<file path="src/rtl/wb_port_arbiter.sv">
// wb_port_arbiter: round-robin arbiter sharing two register-file write ports among four writeback requesters
// Ports: CLK/RST (sync, active-high); req_valid/req_rd/req_data per requester (0 ALU0, 1 ALU1, 2 MUL/DIV, 3 LSU);
// req_ready grant/ack; sel0/sel1 combinational mux selects; wb_en/wb_rd/wb_data registered write ports;
// conflict_cnt saturating count of cycles with an ungranted nonzero-rd request.
module wb_port_arbiter #(
  parameter int DATA_W = 32,
  parameter int ADDR_W = 5
) (
  input  logic                  CLK,
  input  logic                  RST,
  input  logic [3:0]            req_valid,
  input  logic [4*ADDR_W-1:0]   req_rd,
  input  logic [4*DATA_W-1:0]   req_data,
  output logic [3:0]            req_ready,
  output logic [1:0]            sel0,
  output logic [1:0]            sel1,
  output logic                  wb_en0,
  output logic                  wb_en1,
  output logic [ADDR_W-1:0]     wb_rd0,
  output logic [ADDR_W-1:0]     wb_rd1,
  output logic [DATA_W-1:0]     wb_data0,
  output logic [DATA_W-1:0]     wb_data1,
  output logic [15:0]           conflict_cnt
);
  logic [ADDR_W-1:0] rd [4];
  logic [DATA_W-1:0] dat [4];
  logic [3:0] cand, rdy;
  logic [1:0] ptr, idx, g0_i, g1_i;
  logic g0_v, g1_v, skip;
  for (genvar i = 0; i < 4; i++) begin : g_unpack
    assign rd[i] = req_rd[i*ADDR_W +: ADDR_W];
    assign dat[i] = req_data[i*DATA_W +: DATA_W];
    assign cand[i] = req_valid[i] & (|rd[i]);
  end
  // x0 writes are acked without a port; candidates fill port 0 then port 1 in ptr order,
  // port 1 refusing any rd equal to port 0's so one register is never written twice.
  always_comb begin
    rdy = req_valid & ~cand;
    g0_v = 1'b0;
    g1_v = 1'b0;
    g0_i = '0;
    g1_i = '0;
    skip = 1'b0;
    idx = '0;
    for (int k = 0; k < 4; k++) begin
      idx = ptr + 2'(k);
      if (cand[idx]) begin
        if (!g0_v) begin
          g0_v = 1'b1;
          g0_i = idx;
          rdy[idx] = 1'b1;
        end else if (!g1_v && rd[idx] != rd[g0_i]) begin
          g1_v = 1'b1;
          g1_i = idx;
          rdy[idx] = 1'b1;
        end else begin
          skip = 1'b1;
        end
      end
    end
  end
  assign req_ready = RST ? 4'b0000 : rdy;
  assign sel0 = RST ? 2'd0 : g0_i;
  assign sel1 = RST ? 2'd0 : g1_i;
  always_ff @(posedge CLK) begin
    if (RST) begin
      ptr <= '0;
      wb_en0 <= 1'b0;
      wb_en1 <= 1'b0;
      wb_rd0 <= '0;
      wb_rd1 <= '0;
      wb_data0 <= '0;
      wb_data1 <= '0;
      conflict_cnt <= '0;
    end else begin
      ptr <= g1_v ? g1_i + 2'd1 : g0_v ? g0_i + 2'd1 : ptr;
      wb_en0 <= g0_v;
      wb_en1 <= g1_v;
      wb_rd0 <= g0_v ? rd[g0_i] : '0;
      wb_rd1 <= g1_v ? rd[g1_i] : '0;
      wb_data0 <= g0_v ? dat[g0_i] : '0;
      wb_data1 <= g1_v ? dat[g1_i] : '0;
      conflict_cnt <= conflict_cnt + 16'(skip && !(&conflict_cnt));
    end
  end
endmodule
</file>
<file path="config.mk">
export PLATFORM = sky130hd
export DESIGN_NAME = wb_port_arbiter
export DESIGN_NICKNAME = d
export VERILOG_FILES = /design/src/rtl/wb_port_arbiter.sv
export SDC_FILE = /design/constraint.sdc
export NUM_CORES = 1
export LEC_CHECK = 0
export BUFFER_PORTS_ARGS = -buffer_cell sky130_fd_sc_hd__buf_2
export CORE_ASPECT_RATIO = 0.75
export CORE_MARGIN = 4
export CORE_UTILIZATION = 30
export CTS_BUF_LIST = sky130_fd_sc_hd__clkbuf_2
export DETAILED_ROUTE_END_ITERATION = 16
export HOLD_SLACK_MARGIN = 0.15
export SYNTH_ARGS = -nofsm -noshare
export SYNTH_HDL_FRONTEND = slang
export SYNTH_SLANG_ARGS = --single-unit
</file>
<file path="constraint.sdc">
create_clock -name CLK -period 7.75 [get_ports CLK]
set_input_delay 0.775 -clock CLK [delete_from_list [all_inputs] [get_ports CLK]]
set_output_delay 0.775 -clock CLK [all_outputs]
set_load 0.01 [all_outputs]
</file>
# Word level (Yosys, flattened, before mapping)
# Index checks and enable logic that the tools add are counted.
[word_totals] ff_bits=94 latchBits=0 ramBits=0 romBits=0 in_bits=154 elab_cells=170 memories=0
[classes] n_addsub=6 n_mul=0 n_div=0 magnitude_cmp=16 n_eq_ne=3 shift=0 n_mux=99 bitwise_logic=20 reduce_logical=18
[op_table] cell="32-bit binary-select mux with 2-bit select" n=2
[op_table] cell="32-bit two-way mux" n=4
[op_table] cell="5-bit binary-select mux with 2-bit select" n=8
[op_table] cell="5-bit two-way mux" n=16
[op_table] cell="4-bit two-way mux" n=11
[op_table] cell="2-bit two-way mux" n=20
[op_table] cell="1-bit two-way mux" n=30
[op_table] cell="3-bit greater-or-equal comparator, second input constant" n=8
[op_table] cell="2-bit NOT with 3-bit output" n=8
[op_table] cell="5-bit OR reduction" n=4
[op_table] cell="16-bit by 1-bit adder with 16-bit output" n=1
[op_table] cell="4-bit bitwise OR" n=4
[op_table] cell="16-bit AND reduction" n=1
[op_table] cell="5-bit inequality test" n=3
[op_table] cell="2-bit by 3-bit less-than comparator with 1-bit output, second input constant" n=4
[op_table] cell="1-bit binary-select mux with 2-bit select" n=4
[op_table] cell="1-bit demux with 2-bit select" n=4
[op_table] cell="2-bit by 1-bit greater-or-equal comparator with 1-bit output, second input constant" n=4
[op_table] cell="1-bit logical AND" n=7
[op_table] cell="2-bit by 1-bit adder with 2-bit output, second input constant" n=3
[op_table] cell="2-bit adder, second input constant" n=2
[op_table] cell="1-bit bitwise AND" n=4
[op_table] cell="4-bit bitwise AND" n=1
[op_table] cell="4-bit NOT" n=1
[op_table] cell="other kinds (4)" n=8

# Depth between registers and ports, before layout
[depth] ltp_word=27 mapped_depth=24 ltp_nobuf=22

# Worst setup path before layout
# OpenSTA, ideal clock, no wires.
[synth_timing] path_kind="input port to output port" start="input req_rd[14]" end="output sel1[1]" t_arrival_ns=5.362 setup_slack_ns=1.613 cell_stages=18 path_buffers=3 path_cell_list="buf_2 or4_1 o2111ai_1 nand2_1 nor2_1 inv_1 ha_1 or4_1 nand4b_1 mux4_2 xnor2_1 o21a_1 a221oi_1 nor3_1 a32oi_4 buf_6 buf_8 nor2_1"
[synth_between] elab_chain_len=24
[synth_rtl] item="start, declared" line_no="12" rtl="input logic [4*ADDR_W-1:0] req_rd,"
[synth_rtl] item="5-bit OR reduction" line_no="33" rtl="assign cand[i] = req_valid[i] & (|rd[i]);"
[synth_rtl] item="1-bit bitwise AND" line_no="33"
[synth_rtl] item="1-bit binary-select mux with 2-bit select" line_no="47" rtl="if (cand[idx]) begin"
[synth_rtl] item="1-bit two-way mux (implied by the code)" line_no="47"
[synth_rtl] item="2-bit two-way mux" line_no="47"
[synth_rtl] item="2-bit NOT with 3-bit output (implied by the code)" line_no="52" rtl="end else if (!g1_v && rd[idx] != rd[g0_i]) begin"
[synth_rtl] item="5-bit binary-select mux with 2-bit select" line_no="52"
[synth_rtl] item="5-bit two-way mux (implied by the code) (2 in a row)" line_no="52"
[synth_rtl] item="[7 not listed]"
[synth_rtl] item="1-bit two-way mux" line_no="48" rtl="if (!g0_v) begin"
[synth_rtl] item="1-bit two-way mux" line_no="47"
[synth_rtl] item="1-bit logical NOT" line_no="52"
[synth_rtl] item="1-bit logical AND" line_no="52"
[synth_rtl] item="2-bit two-way mux" line_no="52"
[synth_rtl] item="2-bit two-way mux" line_no="48"
[synth_rtl] item="2-bit two-way mux *" line_no="47"
[synth_rtl] item="2-bit two-way mux *" line_no="64" rtl="assign sel1 = RST ? 2'd0 : g1_i;"
[synth_rtl] item="end, declared" line_no="16" rtl="output logic [1:0] sel1,"
# Mark *: on every way between the ends. The rest lies on a longest branch, timed or not. The select of a mux whose other input is x is not followed.

# Final worst setup path
[layout_timing] start="register ptr[0]" end="output req_ready[2]"
[layout_between] elab_chain_len=22
[layout_rtl] item="start, declared" line_no="28" rtl="logic [1:0] ptr, idx, g0_i, g1_i;"
[layout_rtl] item="start signal, assigned" line_no="76" rtl="ptr <= g1_v ? g1_i + 2'd1 : g0_v ? g0_i + 2'd1 : ptr;"
[layout_rtl] item="1-bit binary-select mux with 2-bit select" line_no="47"
[layout_rtl] item="1-bit two-way mux (implied by the code)" line_no="47"
[layout_rtl] item="2-bit two-way mux" line_no="47"
[layout_rtl] item="2-bit NOT with 3-bit output (implied by the code)" line_no="52"
[layout_rtl] item="5-bit binary-select mux with 2-bit select" line_no="52"
[layout_rtl] item="5-bit two-way mux (implied by the code) (2 in a row)" line_no="52"
[layout_rtl] item="5-bit inequality test" line_no="52"
[layout_rtl] item="1-bit two-way mux" line_no="52"
[layout_rtl] item="[5 not listed]"
[layout_rtl] item="1-bit two-way mux" line_no="48"
[layout_rtl] item="1-bit two-way mux" line_no="47"
[layout_rtl] item="1-bit logical NOT" line_no="52"
[layout_rtl] item="1-bit logical AND" line_no="52"
[layout_rtl] item="4-bit two-way mux" line_no="52"
[layout_rtl] item="4-bit two-way mux" line_no="48"
[layout_rtl] item="4-bit two-way mux *" line_no="47"
[layout_rtl] item="4-bit two-way mux *" line_no="62" rtl="assign req_ready = RST ? 4'b0000 : rdy;"
[layout_rtl] item="end, declared" line_no="14" rtl="output logic [3:0] req_ready,"
# Marked as above.

==> flow_summary.json <==
{
  "path_common_cell": "buf_4",
  "status": "completed",
  "grt_usage_pct": 18.9,
  "grt_overflow": 0,
  "row_count": 48,
  "synth_top_family_by_area": "multiplexers",
  "netlist_area_um2": 6970,
  "initial_core_util_pct": 30.4,
  "pin_count": 254,
  "ys_async_sr_fraction_pct": 0,
  "post-cts-setup-buffers": 0,
  "combPwrFrac_pct": 78.2,
  "worstMarginPinSlew_ps": 827,
  "cts_resized": 0,
  "numPlacedInstances": 1179,
  "wire_per_inst_um": 20.9,
  "synth_compound_area_share_pct": 16.9,
  "worst-setup-path-type": "register to primary output",
  "fp.dieW_um": 184,
  "synth_fa_ha_area_share_pct": 2.15,
  "synth_xor_area_share_pct": 4.02,
  "synthCells": 671,
  "required_ps": 6970,
  "io_buffers": 253,
  "cts_tree": "yes",
  "cts-hold-fix-buffers": 0,
  "routed_via_density": 5.51,
  "final_cell_mix": "buf_2, dfxtp_1, mux2i_1",
  "final.min_clock_period_ps": 7060,
  "cts-htree-levels": 3,
  "sw_frac_of_total_pct": 48.0,
  "first_global_vias": 6467,
  "clk_pin_slew_ps": 280,
  "ys_warn_count": 0,
  "fp.dieH_um": 140,
  "wl_um": 25000,
  "relSlewSlack_pct": 43.3,
  "drtIter0Drc": 560,
  "cp_slowest_stage_delay_ps": 660,
  "dr.pass1.iters": 5,
  "layout_commonest_cell": "buf_2",
  "root_buffer": "clkbuf_2",
  "drtAntennaViolNets": 0,
  "clk_latency_ps": 600,
  "syn_avg_cell_area_um2": 10.4,
  "finalNonFillerCells": 1196,
  "ir_worst_vdd_v": 0.000353,
  "post-place-ws_ps": 908,
  "synth-edff-count": 0,
  "setup_slack_ps": 691,
  "cap_viol_max_count": 0,
  "syn2layout_area_growth_pct": 22.8,
  "worstReg2RegEnd": "conflict_cnt[12]$_SDFF_PP0_",
  "powerDensity_nw_per_um2": 506,
  "finalSetupTns_ps": 0,
  "setup_violations": 0,
  "holdCritPathClass": "input port to register",
  "critPathLaunch": "ptr[0]$_SDFFE_PP0P_",
  "p_switching_mw": 2.08,
  "grt_max_degree": 63,
  "yosysUniqueCellTypes": 75,
  "antenna_found_initial": 2,
  "core_um2": 22900,
  "drv_slew": 0,
  "crit_fanout": 21,
  "end_kind": "primary output",
  "worst_ep_arrival_time_ps": 6280,
  "grt_pass1_wl_um": 38500,
  "clock_skew_ps": 15.5,
  "seqPwrFrac_pct": 16.5,
  "pwr-share-clk_pct": 5.3,
  "cp_cell_sequence": "buf_4 -> o2111ai_1 -> nand2_1 -> nor2_1 -> buf_4 -> inv_1 -> ha_1 -> nor4_1 -> nand4b_1 -> a221oi_1 -> xnor2_1 -> o31ai_2 -> o31ai_1 -> nor3_1 -> o2bb2ai_1 -> nand3_1 -> a31oi_1 -> buf_2",
  "hold_violations": 0,
  "cts.path.max_buffers": 2,
  "cell_internal_pwr_mw": 2.25,
  "r2r_slack_ps": 1440,
  "syn-num-nets": 837,
  "cts-buffers-inserted": 9,
  "yosys.area_share.simple_pct": 12.6,
  "reg2regPathDepth": 21,
  "crit_path_end": "req_ready[2]",
  "slowest_stage": "dfxtp_2",
  "fin_crit_sh_pct": 91.1,
  "rsz0062_at_grt": "no",
  "dp_hpwl_um": 18800,
  "synth_seq_cells": 94,
  "via_count": 6591,
  "r2r_start": "ptr[0]$_SDFFE_PP0P_",
  "final_layout_size_suffix_gt1_share_pct": 42.5,
  "crit_path_start_kind": "register",
  "dieArea_um2": 25800,
  "gp_congestion": 0.915,
  "synth_mux_area_share_pct": 31.8,
  "synth_ff_type": "dfxtp_1",
  "nets": 1056,
  "cts.sinks": 94,
  "p_leak_nw": 3.93,
  "drc_errors": 0,
  "yosysSeqAreaShare_pct": 27.0,
  "max_freq_mhz": 142
}
cell usage after synthesis, drive strengths merged, types with 7 or more instances:
| cell | instances | area, um2 |
|---|---|---|
| a21oi | 14 | 73.8 |
| a31oi | 7 | 43.8 |
| and2 | 40 | 250 |
| buf | 27 | 194 |
| clkbuf | 33 | 125 |
| dfxtp | 94 | 1880 |
| ha | 12 | 150 |
| inv | 16 | 60.1 |
| mux2i | 83 | 831 |
| mux4 | 60 | 1350 |
| nand2 | 30 | 115 |
| nand3 | 19 | 95.1 |
| nor2 | 33 | 124 |
| nor2b | 7 | 43.8 |
| o211ai | 9 | 67.6 |
| o21ai | 16 | 80.1 |
| o22ai | 41 | 369 |
| xnor2 | 14 | 123 |
| xor2 | 18 | 158 |
state kept, by name, indices dropped and copies added (netlist names):
register and cells:
wb_rd0 5, wb_en0 1, wb_en1 1, wb_data0 32, wb_rd1 5, ptr 2, wb_data1 32, conflict_cnt 16
kinds of logic (layout without fill, tap and decap cells):
group	after synthesis	count (layout)
multiplexers	146	146
AO/OA/AOI/OAI	143	143
AND/OR/NAND/NOR	166	166
other	0	1
flip-flops	94	94
XOR/XNOR	32	32
adder cells (fa/ha/maj)	12	12
buffers and inverters	78	302
worst max-delay path: cells and delay by family (launching register included):
kind	cells	cell delay (ps)
buffers and inverters	4	930
adder cells (fa/ha/maj)	1	580
XOR/XNOR	1	140
AO/OA/AOI/OAI	6	1770
AND/OR/NAND/NOR	6	1580
flip-flops	1	660
area by class of cell:
type / count / area [um2]
Inverter: 18 / 67.6
Clock buffer: 10 / 50.0
Fill cell: 2347 / 14400
Tap cell: 300 / 375
Antenna cell: 1 / 2.50
Multi-Input combinational cell: 499 / 4730
Clock inverter: 6 / 46.3
Sequential cell: 94 / 1880
Timing Repair Buffer: 268 / 1400
worst min path at each step:
stage | from | endpoint | slack (ps) | cells past startpoint
detailed placement | conflict_cnt[15]$_SDFF_PP0_ | conflict_cnt[15]$_SDFF_PP0_ | 500 | 2
global route | req_data[67] | wb_data1[3]$_SDFF_PP0_ | 310 | 3
finish | req_data[1] | wb_data1[1]$_SDFF_PP0_ | 430 | 3
CTS | req_data[69] | wb_data1[5]$_SDFF_PP0_ | 320 | 3
global placement | conflict_cnt[15]$_SDFF_PP0_ | conflict_cnt[15]$_SDFF_PP0_ | 500 | 2
floorplan | conflict_cnt[15]$_SDFF_PP0_ | conflict_cnt[15]$_SDFF_PP0_ | 510 | 2
metal layers:
| layer | wire length [um] | share of wire (%) | global-route usage [%] |
|---|---|---|---|
| met5 | 13 | 0.052 | 0 |
| met1 | 11100 | 45 | 27.0 |
| met4 | 359 | 1.4 | 3.62 |
| met2 | 11100 | 45 | 28.7 |
| met3 | 2340 | 9.4 | 5.40 |
power by group through the flow:
stage	logic [mW]	registers, mW	clock network (mW)
finish	3.38	0.715	0.231
global route	3.65	0.732	0.266
CTS	3.40	0.717	0.251
detailed placement	3.38	0.728	0
global placement	3.36	0.728	0
floorplan	2.51	0.790	0
per-stage QoR:
stage	utilization [%]	power (mW)	hold WS (ps)	instance area [um2]
floorplan	-	3.30	515	6970
global placement	36.9	4.09	497	8460
global route	37.3	4.65	314	8560
detailed placement	36.9	4.11	502	8460
CTS	37.3	4.37	315	8560
finish	37.3	4.33	427	8560
Note: power is estimated with default switching activity, not from simulation.
